## config.mk

```make
export PLATFORM = sky130hd
export DESIGN_NAME = mem_access_ctrl_flat
export DESIGN_NICKNAME = d
export VERILOG_FILES = /design/src/rtl/mem_ctrl_pkg.sv /design/src/rtl/mem_access_ctrl_if.sv /design/src/rtl/mem_access_ctrl_rd_lat_pipe.sv /design/src/rtl/mem_access_ctrl.sv /design/src/flat_wrapper.sv
export SDC_FILE = /design/constraint.sdc
export NUM_CORES = 1
export LEC_CHECK = 0
export CAP_MARGIN = 20
export CORE_MARGIN = 5
export CORE_UTILIZATION = 34
export CTS_CLUSTER_DIAMETER = 150
export CTS_CLUSTER_SIZE = 8
export DETAILED_ROUTE_END_ITERATION = 12
export PLACE_DENSITY_LB_ADDON = 0.08
export SLEW_MARGIN = 20
export SYNTH_ARGS = -nofsm -noshare
export SYNTH_HDL_FRONTEND = slang
export SYNTH_SLANG_ARGS = --single-unit
```

## constraint.sdc

```tcl
create_clock -name clk -period 1.4 [get_ports clk]
set_input_delay 0.14 -clock clk [delete_from_list [all_inputs] [get_ports clk]]
set_output_delay 0.14 -clock clk [all_outputs]
set_load 0.05 [all_outputs]
```

## src/rtl/mem_ctrl_pkg.sv

```systemverilog
// Shared state encoding, default widths and the burst range helper for the data-memory access controller.
package mem_ctrl_pkg;

  localparam int ADDR_W = 8;
  localparam int DATA_W = 8;
  localparam int LEN_W  = 4;

  typedef enum logic [1:0] {
    IDLE,
    WR,
    RD,
    DRAIN
  } state_t;

  // True when the last beat of a burst starting at addr would lie past the top address.
  function automatic logic burst_overflows(input logic [ADDR_W-1:0] addr, input logic [LEN_W-1:0] len);
    logic [ADDR_W:0] last_addr;
    last_addr = {1'b0, addr} + (ADDR_W + 1)'(len);
    return last_addr[ADDR_W];
  endfunction

endpackage

```

## src/rtl/mem_access_ctrl_if.sv

```systemverilog
// Request, store-data, load-return and memory-side signals of the access controller.
// master = datapath plus memory environment, slave = the controller itself.
interface mem_access_ctrl_if import mem_ctrl_pkg::*; ();

  logic              req_valid;
  logic              req_ready;
  logic              req_write;
  logic [ADDR_W-1:0] req_addr;
  logic [LEN_W-1:0]  req_len;
  logic [DATA_W-1:0] wr_data;
  logic              wr_valid;
  logic              wr_ready;
  logic [DATA_W-1:0] rd_data;
  logic              rd_valid;
  logic              done;
  logic              err;
  logic              mem_read;
  logic              mem_write;
  logic [ADDR_W-1:0] mem_addr;
  logic [DATA_W-1:0] mem_wdata;
  logic [DATA_W-1:0] mem_rdata;

  modport master (
    output req_valid, req_write, req_addr, req_len, wr_data, wr_valid, mem_rdata,
    input  req_ready, wr_ready, rd_data, rd_valid, done, err,
           mem_read, mem_write, mem_addr, mem_wdata
  );

  modport slave (
    input  req_valid, req_write, req_addr, req_len, wr_data, wr_valid, mem_rdata,
    output req_ready, wr_ready, rd_data, rd_valid, done, err,
           mem_read, mem_write, mem_addr, mem_wdata
  );

endinterface

```

## src/rtl/mem_access_ctrl_rd_lat_pipe.sv

```systemverilog
// Valid shift register tracking issued reads through the memory's fixed read latency.
// empty means no beat is queued behind the one currently at the output stage.
module rd_lat_pipe #(
  parameter int DEPTH = 1
) (
  input  logic clk,
  input  logic rst,
  input  logic flush,
  input  logic in_valid,
  output logic valid,
  output logic empty
);

  logic [DEPTH-1:0] stage_reg;
  logic [DEPTH-1:0] stage_next;

  generate
    for (genvar gi = 0; gi < DEPTH; gi++) begin : g_stage
      if (gi == 0) begin : g_head
        assign stage_next[gi] = in_valid & ~flush;
      end else begin : g_tail
        assign stage_next[gi] = stage_reg[gi-1] & ~flush;
      end
    end
  endgenerate

  always_ff @(posedge clk or posedge rst) begin
    if (rst) begin
      stage_reg <= '0;
    end else begin
      stage_reg <= stage_next;
    end
  end

  assign valid = stage_reg[DEPTH-1];

  generate
    if (DEPTH == 1) begin : g_single
      assign empty = 1'b1;
    end else begin : g_multi
      assign empty = ~|stage_reg[DEPTH-2:0];
    end
  endgenerate

endmodule

```

## src/rtl/mem_access_ctrl.sv

```systemverilog
// Burst load/store initiator for the 256x8 data memory; hides the read latency behind a valid stream.
// Define MEM_ACCESS_BOUND_CHECK_EN to reject bursts running past the top address with an err pulse.
module mem_access_ctrl
  import mem_ctrl_pkg::*;
#(
  parameter int READ_LAT = 1
) (
  input  logic             clk,
  input  logic             rst,
  mem_access_ctrl_if.slave bus
);

  state_t            state_reg, state_next;
  logic [ADDR_W-1:0] addr_reg, addr_next;
  logic [LEN_W-1:0]  cnt_reg, cnt_next;
  logic              done_reg, done_next;
  logic              err_reg, err_next;
  logic              req_rdy, wr_rdy, rd_strobe, wr_strobe;
  logic              rd_issue;
  logic              oob;
  logic              pipe_valid, pipe_empty;

`ifdef MEM_ACCESS_BOUND_CHECK_EN
  assign oob = burst_overflows(bus.req_addr, bus.req_len);
`else
  assign oob = 1'b0;
`endif

  always_comb begin
    state_next = state_reg;
    addr_next  = addr_reg;
    cnt_next   = cnt_reg;
    done_next  = 1'b0;
    err_next   = 1'b0;
    req_rdy    = 1'b0;
    wr_rdy     = 1'b0;
    rd_strobe  = 1'b0;
    wr_strobe  = 1'b0;
    case (state_reg)
      IDLE: begin
        req_rdy = 1'b1;
        if (bus.req_valid) begin
          if (oob) begin
            err_next = 1'b1;
          end else begin
            addr_next  = bus.req_addr;
            cnt_next   = bus.req_len;
            state_next = bus.req_write ? WR : RD;
          end
        end
      end
      WR: begin
        wr_rdy    = 1'b1;
        wr_strobe = bus.wr_valid;
        if (bus.wr_valid) begin
          addr_next = addr_reg + 1'b1;
          cnt_next  = cnt_reg - 1'b1;
          if (cnt_reg == '0) begin
            state_next = IDLE;
            done_next  = 1'b1;
          end
        end
      end
      RD: begin
        rd_strobe = 1'b1;
        addr_next = addr_reg + 1'b1;
        cnt_next  = cnt_reg - 1'b1;
        if (cnt_reg == '0) begin
          state_next = DRAIN;
        end
      end
      DRAIN: begin
        // The final beat leaves the pipe on the same edge that returns us to IDLE.
        if (pipe_empty) begin
          state_next = IDLE;
        end
      end
      default: state_next = IDLE;
    endcase
  end

  always_ff @(posedge clk or posedge rst) begin
    if (rst) begin
      state_reg <= IDLE;
      addr_reg  <= '0;
      cnt_reg   <= '0;
      done_reg  <= 1'b0;
      err_reg   <= 1'b0;
    end else begin
      state_reg <= state_next;
      addr_reg  <= addr_next;
      cnt_reg   <= cnt_next;
      done_reg  <= done_next;
      err_reg   <= err_next;
    end
  end

  assign rd_issue = rd_strobe & ~rst;

  rd_lat_pipe #(
    .DEPTH (READ_LAT)
  ) u_rd_pipe (
    .clk      (clk),
    .rst      (rst),
    .flush    (state_reg == IDLE),
    .in_valid (rd_issue),
    .valid    (pipe_valid),
    .empty    (pipe_empty)
  );

  assign bus.req_ready = req_rdy;
  assign bus.wr_ready  = wr_rdy & ~rst;
  assign bus.mem_read  = rd_issue;
  assign bus.mem_write = wr_strobe & ~rst;
  assign bus.mem_addr  = addr_reg;
  assign bus.mem_wdata = bus.wr_data;
  assign bus.rd_valid  = pipe_valid;
  assign bus.rd_data   = pipe_valid ? bus.mem_rdata : '0;
  // Store completion is registered; load completion rides on the final returning beat.
  assign bus.done      = done_reg | ((state_reg == DRAIN) & pipe_valid & pipe_empty);
  assign bus.err       = err_reg;

endmodule

```

## src/flat_wrapper.sv

```systemverilog
// flat-port wrapper written by rule: the top's interface ports become plain ports
module mem_access_ctrl_flat import mem_ctrl_pkg::*;
#(
  parameter int READ_LAT = 1
)
  (clk, rst, bus_req_valid, bus_req_write, bus_req_addr, bus_req_len, bus_wr_data, bus_wr_valid, bus_mem_rdata, bus_req_ready, bus_wr_ready, bus_rd_data, bus_rd_valid, bus_done, bus_err, bus_mem_read, bus_mem_write, bus_mem_addr, bus_mem_wdata);
  mem_access_ctrl_if bus_i ();
  input  logic clk;
  input  logic rst;
  input wire logic [$bits(bus_i.req_valid)-1:0] bus_req_valid;
  input wire logic [$bits(bus_i.req_write)-1:0] bus_req_write;
  input wire logic [$bits(bus_i.req_addr)-1:0] bus_req_addr;
  input wire logic [$bits(bus_i.req_len)-1:0] bus_req_len;
  input wire logic [$bits(bus_i.wr_data)-1:0] bus_wr_data;
  input wire logic [$bits(bus_i.wr_valid)-1:0] bus_wr_valid;
  input wire logic [$bits(bus_i.mem_rdata)-1:0] bus_mem_rdata;
  output wire logic [$bits(bus_i.req_ready)-1:0] bus_req_ready;
  output wire logic [$bits(bus_i.wr_ready)-1:0] bus_wr_ready;
  output wire logic [$bits(bus_i.rd_data)-1:0] bus_rd_data;
  output wire logic [$bits(bus_i.rd_valid)-1:0] bus_rd_valid;
  output wire logic [$bits(bus_i.done)-1:0] bus_done;
  output wire logic [$bits(bus_i.err)-1:0] bus_err;
  output wire logic [$bits(bus_i.mem_read)-1:0] bus_mem_read;
  output wire logic [$bits(bus_i.mem_write)-1:0] bus_mem_write;
  output wire logic [$bits(bus_i.mem_addr)-1:0] bus_mem_addr;
  output wire logic [$bits(bus_i.mem_wdata)-1:0] bus_mem_wdata;
  assign bus_i.req_valid = bus_req_valid;
  assign bus_i.req_write = bus_req_write;
  assign bus_i.req_addr = bus_req_addr;
  assign bus_i.req_len = bus_req_len;
  assign bus_i.wr_data = bus_wr_data;
  assign bus_i.wr_valid = bus_wr_valid;
  assign bus_i.mem_rdata = bus_mem_rdata;
  assign bus_req_ready = bus_i.req_ready;
  assign bus_wr_ready = bus_i.wr_ready;
  assign bus_rd_data = bus_i.rd_data;
  assign bus_rd_valid = bus_i.rd_valid;
  assign bus_done = bus_i.done;
  assign bus_err = bus_i.err;
  assign bus_mem_read = bus_i.mem_read;
  assign bus_mem_write = bus_i.mem_write;
  assign bus_mem_addr = bus_i.mem_addr;
  assign bus_mem_wdata = bus_i.mem_wdata;
  mem_access_ctrl #(.READ_LAT(READ_LAT)) u_core (.clk(clk), .rst(rst), .bus(bus_i));
endmodule
```

==> impl_results.md, run 1 <==
- Setup clock skew after layout: 0.00780 ns
- Net Count, Synth: 176
- Fraction of layout cells with a size suffix above 1: 50.0%
- Status: finished, violations left
- Post-layout minimum cycle time: 1.66 ns
- Synth warn: 0
- Top Ports: 64
- Final routed DRC violation total: 0
- Area occupied by multi-input gates: 812 µm²
- WL per Instance: 15.9 µm
- Ys async rst share: between 90% and 100%
- Data arrival time of the worst path: approximately 1.5 ns
- Clock Tree Buf Depth: 2
- CTS Hold Bufs: 0
- Final HPWL DP: 2710 µm
- Final WL: 4030 µm
- Share of Yosys cell area claimed by the top area cell type: 35.1%
- Cell area after technology mapping: 1140 µm²
- Global placement routability congestion: 0.828
- CP startpoint kind: flip-flop
- Iteration count of the initial detailed-routing pass: 6
- Cell taking the most area after synthesis: sky130_fd_sc_hd__dfrtp_1
- Critical path peak fanout: 4
- Period Utilization, post-route: 118%
- Path category of the worst min-delay check: input pin to primary output
- CTS sink cnt: 16
- Critical path capture point type: primary output
- Antenna violations before repair: 0
- Initial core utilization: between 30% and 40%
- Failing checks: setup timing
- Number of register bits inferred by synthesis: 16
- Area occupied by registers: 404 µm²
- Worst IR Drop VDD: 1.76 mV
- Cts bufs inserted: 3
- Dominant register cell in the synthesized netlist: sky130_fd_sc_hd__dfrtp_1
- Least setup slack across all paths after layout: -0.256 ns
- Fill cells: about 260
- CTS HTree Levels: 1
- Required time of the critical path: 1.26 ns
- Post-synthesis cell count: 136
- Overall via count from detail_route: around 1,300
- Via count of the first global-routing pass: 1,222
- Post-placement cell area: around 2000 µm²
- Hold violation total from the final report: 0
- Die X: ~68 µm
- First-iteration detailed-routing DRC count: 39
- Number of setup violations in the final report: 19
- Synth top cells by count: 16 x sky130_fd_sc_hd__dfrtp_1, 16 x sky130_fd_sc_hd__o21ai_0, 13 x sky130_fd_sc_hd__a21oi_1, 11 x sky130_fd_sc_hd__nand2_1
- Number of vias per cell after detailed routing: 5.12
- Syn-to-layout area delta: 104%
- Core Footprint: approximately 3300 µm²
- Area enclosed by the die boundary: 4610 µm²
- Count of flip-flops with a built-in enable after synthesis: 0
- # rows: 21
- Maxcap violations: 0
- Largest cells by area after synthesis: sky130_fd_sc_hd__dfrtp_1 35%, sky130_fd_sc_hd__ha_1 7.7%, sky130_fd_sc_hd__o21ai_0 7.0%
- Total global routing overflow: 0
- Leakage: 0.981 nW
- Clock latency on the worst-skew pair: 0.29 ns
- Seq/Total Area, Yosys: 35.1%
- Final Hold Slack: 0.280 ns
- Mean instance size in the synthesized netlist: 8.39 µm²
- Number of buffers added on ports: 46
- Critical path type: flip-flop to primary output
- Clock tree from TritonCTS: done
- Clock-pin transition on the worst setup and hold timing paths: 0.09 ns
- Power density of the placed cells: around 2900 nW/µm²
- Final net count: about 250
- RSZ-0062 raised after global routing: true
- Number of flip-flops in the largest register: 8
- Post-route setup TNS: -2.80 ns
- Number of max-slew violations in the final report: 0
- Unique masters post-synth: 33
- Max Freq: between 0.6 and 0.7 GHz
- Final standard cell utilization of the core: 70.9%
- Post-Layout Inst Area: 2330 µm²
- Maximum number of pins on one net before global-route repair: 12
- Antenna cell count: 0
- Wire length of the first global-routing pass: 5480 µm
- DIE HEIGHT: between 60 and 70 µm
- Total Routing Usage GR: 15.7%
- Cell at the root of the clock tree: sky130_fd_sc_hd__clkbuf_4
- Final ANT Viol Nets: 0
## final timing paths
kind,end,cells after the start,start,slack [ns]
setup / recovery,bus_done,5,u_core.state_reg[1],-0.26
setup reg to reg,u_core.bus.mem_addr[7],6,u_core.state_reg[1],-0.24
hold / removal,bus_mem_wdata[7],0,bus_wr_data[7],0.28
hold reg to reg,u_core.cnt_reg[0],2,u_core.cnt_reg[0],0.55
max in group asynchronous,u_core.bus.mem_addr[1],3,rst,0.88
min in group asynchronous,u_core.bus.mem_addr[2],3,rst,0.35
## cells in the final DEF, fill, tap and decap left out, types with 2 or more instances in the layout
| master | instances |
|---|---|
| sky130_fd_sc_hd__nor2b_4 | 2 |
| sky130_fd_sc_hd__ha_1 | 2 |
| sky130_fd_sc_hd__buf_6 | 12 |
| sky130_fd_sc_hd__dfrtp_2 | 3 |
| sky130_fd_sc_hd__inv_2 | 4 |
| sky130_fd_sc_hd__dfrtp_1 | 13 |
| sky130_fd_sc_hd__ha_4 | 3 |
| sky130_fd_sc_hd__o21ai_2 | 2 |
| sky130_fd_sc_hd__o21ai_1 | 8 |
| sky130_fd_sc_hd__nand2b_1 | 4 |
| sky130_fd_sc_hd__o21ai_0 | 6 |
| sky130_fd_sc_hd__nor2_1 | 2 |
| sky130_fd_sc_hd__o22ai_2 | 2 |
| sky130_fd_sc_hd__clkdlybuf4s50_1 | 24 |
| sky130_fd_sc_hd__clkbuf_4 | 3 |
| sky130_fd_sc_hd__ha_2 | 2 |
| sky130_fd_sc_hd__nand3_1 | 4 |
| sky130_fd_sc_hd__nand2_1 | 10 |
| sky130_fd_sc_hd__nor2_2 | 3 |
| sky130_fd_sc_hd__a21oi_2 | 12 |
| sky130_fd_sc_hd__buf_4 | 21 |
| sky130_fd_sc_hd__nor2b_1 | 3 |
| sky130_fd_sc_hd__nand4_1 | 2 |
| sky130_fd_sc_hd__nor3_1 | 3 |
| sky130_fd_sc_hd__and2_1 | 8 |
| sky130_fd_sc_hd__inv_1 | 5 |
| sky130_fd_sc_hd__buf_12 | 23 |
## per-stage QoR
| stage | worst slack, ns | power (W) | cells |
|---|---|---|---|
| finish | -0.256 | 0.00674 | 254 |
| detailed placement | -0.253 | 0.00504 | 234 |
| global placement | -0.204 | 0.00492 | 234 |
| global route | -0.300 | 0.00713 | 254 |
| floorplan | -0.0919 | 0.00342 | 136 |
| CTS | -0.217 | 0.00569 | 245 |
## layout make-up
cell class                      instances  area share (%)
Timing Repair Buffer                   80            42.7
Multi-Input combinational cell         99            34.9
Sequential cell                        16            17.4
Tap cell                               46            2.47
Inverter                                9            1.45
Clock buffer                            4            1.13
## critical path, cell delays in order (launching register included)
cell and delay, ns:
sky130_fd_sc_hd__dfrtp_1 0.41, sky130_fd_sc_hd__buf_4 0.15, sky130_fd_sc_hd__ha_2 0.21, sky130_fd_sc_hd__buf_4 0.14
sky130_fd_sc_hd__a21o_1 0.17, sky130_fd_sc_hd__buf_12 0.15
## per-layer routing
layer  vias to the layer above  part of all wire [%]  track usage, %
li1                        613                     -               -
met1                       626                    42            19.4
met2                        51                    49            27.2
met3                        10                   6.4            2.79
met4                         0                   2.0            5.46
met5                         -                     0               0
## cell families (layout without fill, tap and decap cells)
| family | Yosys count | after routing | share of synthesized area, % |
|---|---|---|---|
| and+or+nand+nor | 50 | 50 | 23.8 |
| AOI/OAI and AO/OA | 39 | 40 | 21.2 |
| buffers and inverters | 22 | 93 | 11.1 |
| DFF | 16 | 16 | 35.1 |
| adders and majority gates | 7 | 7 | 7.68 |
| other | 1 | 1 | 0.329 |
| muxes | 1 | 1 | 0.877 |
## timing repair
| action | in CTS | in global routing |
|---|---|---|
| pin swaps | 4 | 13 |
| setup buffers | 7 | 7 |
| endpoints found under the hold margin | 0 | 0 |
| endpoints found under the setup margin | 19 | 19 |
| gates cloned | 0 | 2 |
| gates resized for setup | 11 | 42 |
## power breakdown
group,total (W),internal [W],switching [W]
Sequential,0.00109,0.000708,0.000383
Clock,0.000263,0.000111,0.000152
Combinational,0.00539,0.00277,0.00263
No activity file was read; power rests on OpenSTA's default activity.
==> inputs of run 2 (changes only) <==
--- a/config.mk
+++ b/config.mk
@@ -6,8 +6,8 @@
 export NUM_CORES = 1
 export LEC_CHECK = 0
 export CAP_MARGIN = 20
-export CORE_MARGIN = 5
-export CORE_UTILIZATION = 34
+export CORE_MARGIN = 4
+export CORE_UTILIZATION = 38
 export CTS_CLUSTER_DIAMETER = 150
 export CTS_CLUSTER_SIZE = 8
 export DETAILED_ROUTE_END_ITERATION = 12
==> constraint.sdc (replaced) <==
create_clock -name clk -period 1.8 [get_ports clk]
set_input_delay 0.18 -clock clk [delete_from_list [all_inputs] [get_ports clk]]
set_output_delay 0.18 -clock clk [all_outputs]
set_load 0.05 [all_outputs]
==> impl_results.md, run 2 (synthesis gave the netlist of run 1 again) <==
- Initial core utilization: 40.7% (was 34.7%)
- Maxcap violations: 0 (unchanged)
- Antenna cell count: 0 (unchanged)
- Data arrival time of the worst path: 1.60 ns (was 1.52 ns)
- CTS sink cnt: 16 (unchanged)
- CTS Hold Bufs: 0 (unchanged)
- Die X: 62.8 µm (was 67.9 µm)
- Global placement routability congestion: 0.867 (was 0.828)
- Status: completed (was finished, violations left)
- Reg power frac: 21.1% (was 16.2%)
- Number of setup violations in the final report: 0 (was 19)
- DIE HEIGHT: 62.8 µm (was 67.9 µm)
- Most used cells in the layout excluding fill and tap cells: 28 x sky130_fd_sc_hd__clkdlybuf4s50_1, 16 x sky130_fd_sc_hd__o21ai_0, 16 x sky130_fd_sc_hd__dfrtp_1, 14 x sky130_fd_sc_hd__buf_12, 13 x sky130_fd_sc_hd__a21oi_1 (was 24 x sky130_fd_sc_hd__clkdlybuf4s50_1, 23 x sky130_fd_sc_hd__buf_12, 21 x sky130_fd_sc_hd__buf_4, 13 x sky130_fd_sc_hd__dfrtp_1)
- Power density of the placed cells: 2000 nW/µm² (was 2900 nW/µm²)
- Number of flip-flops in the largest register: 8 (unchanged)
- Area occupied by registers: 400 µm² (was 404 µm²)
- Total global routing overflow: 0 (unchanged)
- Transition time at the pin with the least slew margin: between 0.5 and 0.6 ns
- Worst reg2reg startpoint: u_core.state_reg[0] (was u_core.state_reg[1])
- Clock tree from TritonCTS: done (unchanged)
- Setup clock skew after layout: 0.00857 ns (was 0.00780 ns)
- Number of buffers added on ports: 46 (unchanged)
- Least setup slack across all paths after layout: 0.0187 ns (was -0.256 ns)
- Final standard cell utilization of the core: 63.0% (was 70.9%)
- Final HPWL DP: 2300 µm (was 2710 µm)
- Maximum number of pins on one net before global-route repair: 25 (was 12)
- Core Footprint: 2810 µm² (was 3280 µm²)
- Clk pwr share: 6.9% (was 3.9%)
- Cell count after placement: 204 (was 234)
- Path category of the worst min-delay check: input pin to async pin (was input pin to primary output)
- First-iteration detailed-routing DRC count: 43 (was 39)
- Fill cells: 244 (was 262)
- Final net count: 218 (was 249)
- Area enclosed by the die boundary: 3940 µm² (was 4610 µm²)
- # rows: 19 (was 21)
- Power share of the combinational group: 72.0% (was 79.9%)
- CP startpoint kind: flip-flop (unchanged)
- Total Routing Usage GR: 14.8% (was 15.7%)
- Via count of the first global-routing pass: 986 (was 1,222)
- Clock latency on the worst-skew pair: 0.30 ns (was 0.29 ns)
- Number of max-slew violations in the final report: 0 (unchanged)
- Clock-pin transition on the worst setup and hold timing paths: 0.10 ns (was 0.09 ns)
- Worst IR Drop VDD: 1.12 mV (was 1.76 mV)
- Final routed DRC violation total: 0 (unchanged)
- Leakage: 0.771 nW (was 0.981 nW)
- Critical Path Source: u_core.state_reg[1] (unchanged)
- Clock Tree Buf Depth: 2 (unchanged)
- Endpoint of the worst register-to-register path: u_core.bus.mem_addr[7] (unchanged)
- Net switching power of the design: 0.00180 W (was 0.00316 W)
- Worst-case register-to-register setup slack: 0.13 ns (was -0.24 ns)
- Fraction of layout cells with a size suffix above 1: 18.1% (was 50.0%)
- Critical path capture point type: primary output (unchanged)
- Post-placement setup slack: 0.0655 ns (was -0.253 ns)
- Wire length of the first global-routing pass: 4770 µm (was 5480 µm)
- Number of vias per cell after detailed routing: 5.32 (was 5.12)
- Worst setup path endpoint: bus_mem_write (was bus_done)
- RSZ-0062 raised after global routing: true (unchanged)
- WL per Instance: 14.1 µm (was 15.9 µm)
- Overall via count from detail_route: 1,107 (was 1,300)
- Switching Share: 50.9% (was 46.9%)
- CTS HTree Levels: 1 (unchanged)
- Final ANT Viol Nets: 0 (unchanged)
- Required time of the critical path: 1.62 ns (was 1.26 ns)
- Area occupied by multi-input gates: 627 µm² (was 812 µm²)
- Number of cells on the worst reg-to-reg path: 5 (was 6)
- Cell internal pwr: 0.00174 W (was 0.00358 W)
- Iteration count of the initial detailed-routing pass: 4 (was 6)
- Period Utilization, post-route: 99.0%
- Max Freq: 0.561 GHz
- Cts bufs inserted: 3 (unchanged)
- Hold violation total from the final report: 0 (unchanged)
- Critical path peak fanout: 4 (unchanged)
- Count of placed standard cells in the final layout, fillers left out: 208 (was 254)
- Critical path type: flip-flop to primary output (unchanged)
- Top Ports: 64 (unchanged)
- Post-layout minimum cycle time: 1.78 ns
- Antenna violations before repair: 0 (unchanged)
- Max-Slew Margin vs Limit: 65.8%
- Cell at the root of the clock tree: sky130_fd_sc_hd__clkbuf_4 (unchanged)
- Final WL: 2940 µm (was 4030 µm)
- Syn-to-layout area delta: 54.8% (was 104%)
- Leading cell type in the layout, fill and taps excluded: sky130_fd_sc_hd__clkdlybuf4s50_1 (unchanged)
[run 2: changes by cell type in the layout (fill, tap and decap cells not counted), moves of 4 or more]
cell,before,now
sky130_fd_sc_hd__o21ai_1,8,0
sky130_fd_sc_hd__o21ai_0,6,16
sky130_fd_sc_hd__buf_4,21,6
sky130_fd_sc_hd__buf_6,12,0
sky130_fd_sc_hd__buf_12,23,14
sky130_fd_sc_hd__clkdlybuf4s50_1,24,28
sky130_fd_sc_hd__a21oi_1,1,13
sky130_fd_sc_hd__a21oi_2,12,0
[run 2: final cells by class]
cell class | count | share of cell area, %
clock buffer | 4 | 2.05
multi-input combinational | 98 | 35.5
tap | 31 | 2.20
timing repair buffer | 50 | 35.7
inverter | 9 | 1.91
sequential | 16 | 22.7
[run 2: per-stage QoR]
stage | hold slack, ns | power, W | TNS [ns] | area (µm²)
2_1_floorplan | 0.0937 | 0.00247 | 0 | 1150
3_3_place_gp | 0.361 | 0.00323 | 0 | 1720
3_5_place_dp | 0.361 | 0.00330 | 0 | 1720
4_1_cts | 0.335 | 0.00355 | 0 | 1760
5_1_grt | 0.360 | 0.00380 | -0.0647 | 1770
6_report | 0.315 | 0.00354 | 0 | 1770
[run 2: worst min path at each step]
stage / start / end / slack (ns) / cells past startpoint
after floorplan: rst / u_core.bus.mem_addr[0] / 0.09 / 1
after global placement: bus_wr_data[2] / bus_mem_wdata[2] / 0.36 / 0
after detailed placement: bus_wr_data[2] / bus_mem_wdata[2] / 0.36 / 0
after CTS: rst / u_core.cnt_reg[1] / 0.34 / 3
after global routing: rst / u_core.bus.mem_addr[6] / 0.36 / 3
final: rst / u_core.cnt_reg[1] / 0.31 / 3
[run 2: timing repair]
action	in CTS	in global routing
pin swaps	0	1
cloned	0	0
hold endpoints to repair	0	0
gates resized for setup	1	2
setup buffers	0	0
setup endpoints to repair	1	4
[run 2: layer usage]
layer	track usage, %	wire length (µm)
met5	0	0
met4	6.06	44
met3	4.14	262
met2	25.6	1440
met1	17.2	1190
[run 2: worst max-delay path: stages, from the launching register on]
cell                      delay (ns)
sky130_fd_sc_hd__dfrtp_1        0.41
sky130_fd_sc_hd__inv_1          0.13
sky130_fd_sc_hd__ha_2           0.26
sky130_fd_sc_hd__nor2b_4        0.19
sky130_fd_sc_hd__and2_1         0.18
sky130_fd_sc_hd__buf_12         0.14
[run 2: power by group through the flow]
stage	clock [W]	sequential, W	combinational, W
global placement	0	0.000742	0.00248
global route	0.000262	0.000782	0.00275
finish	0.000245	0.000746	0.00254
detailed placement	0	0.000753	0.00254
CTS	0.000242	0.000748	0.00256
floorplan	0	0.00104	0.00143
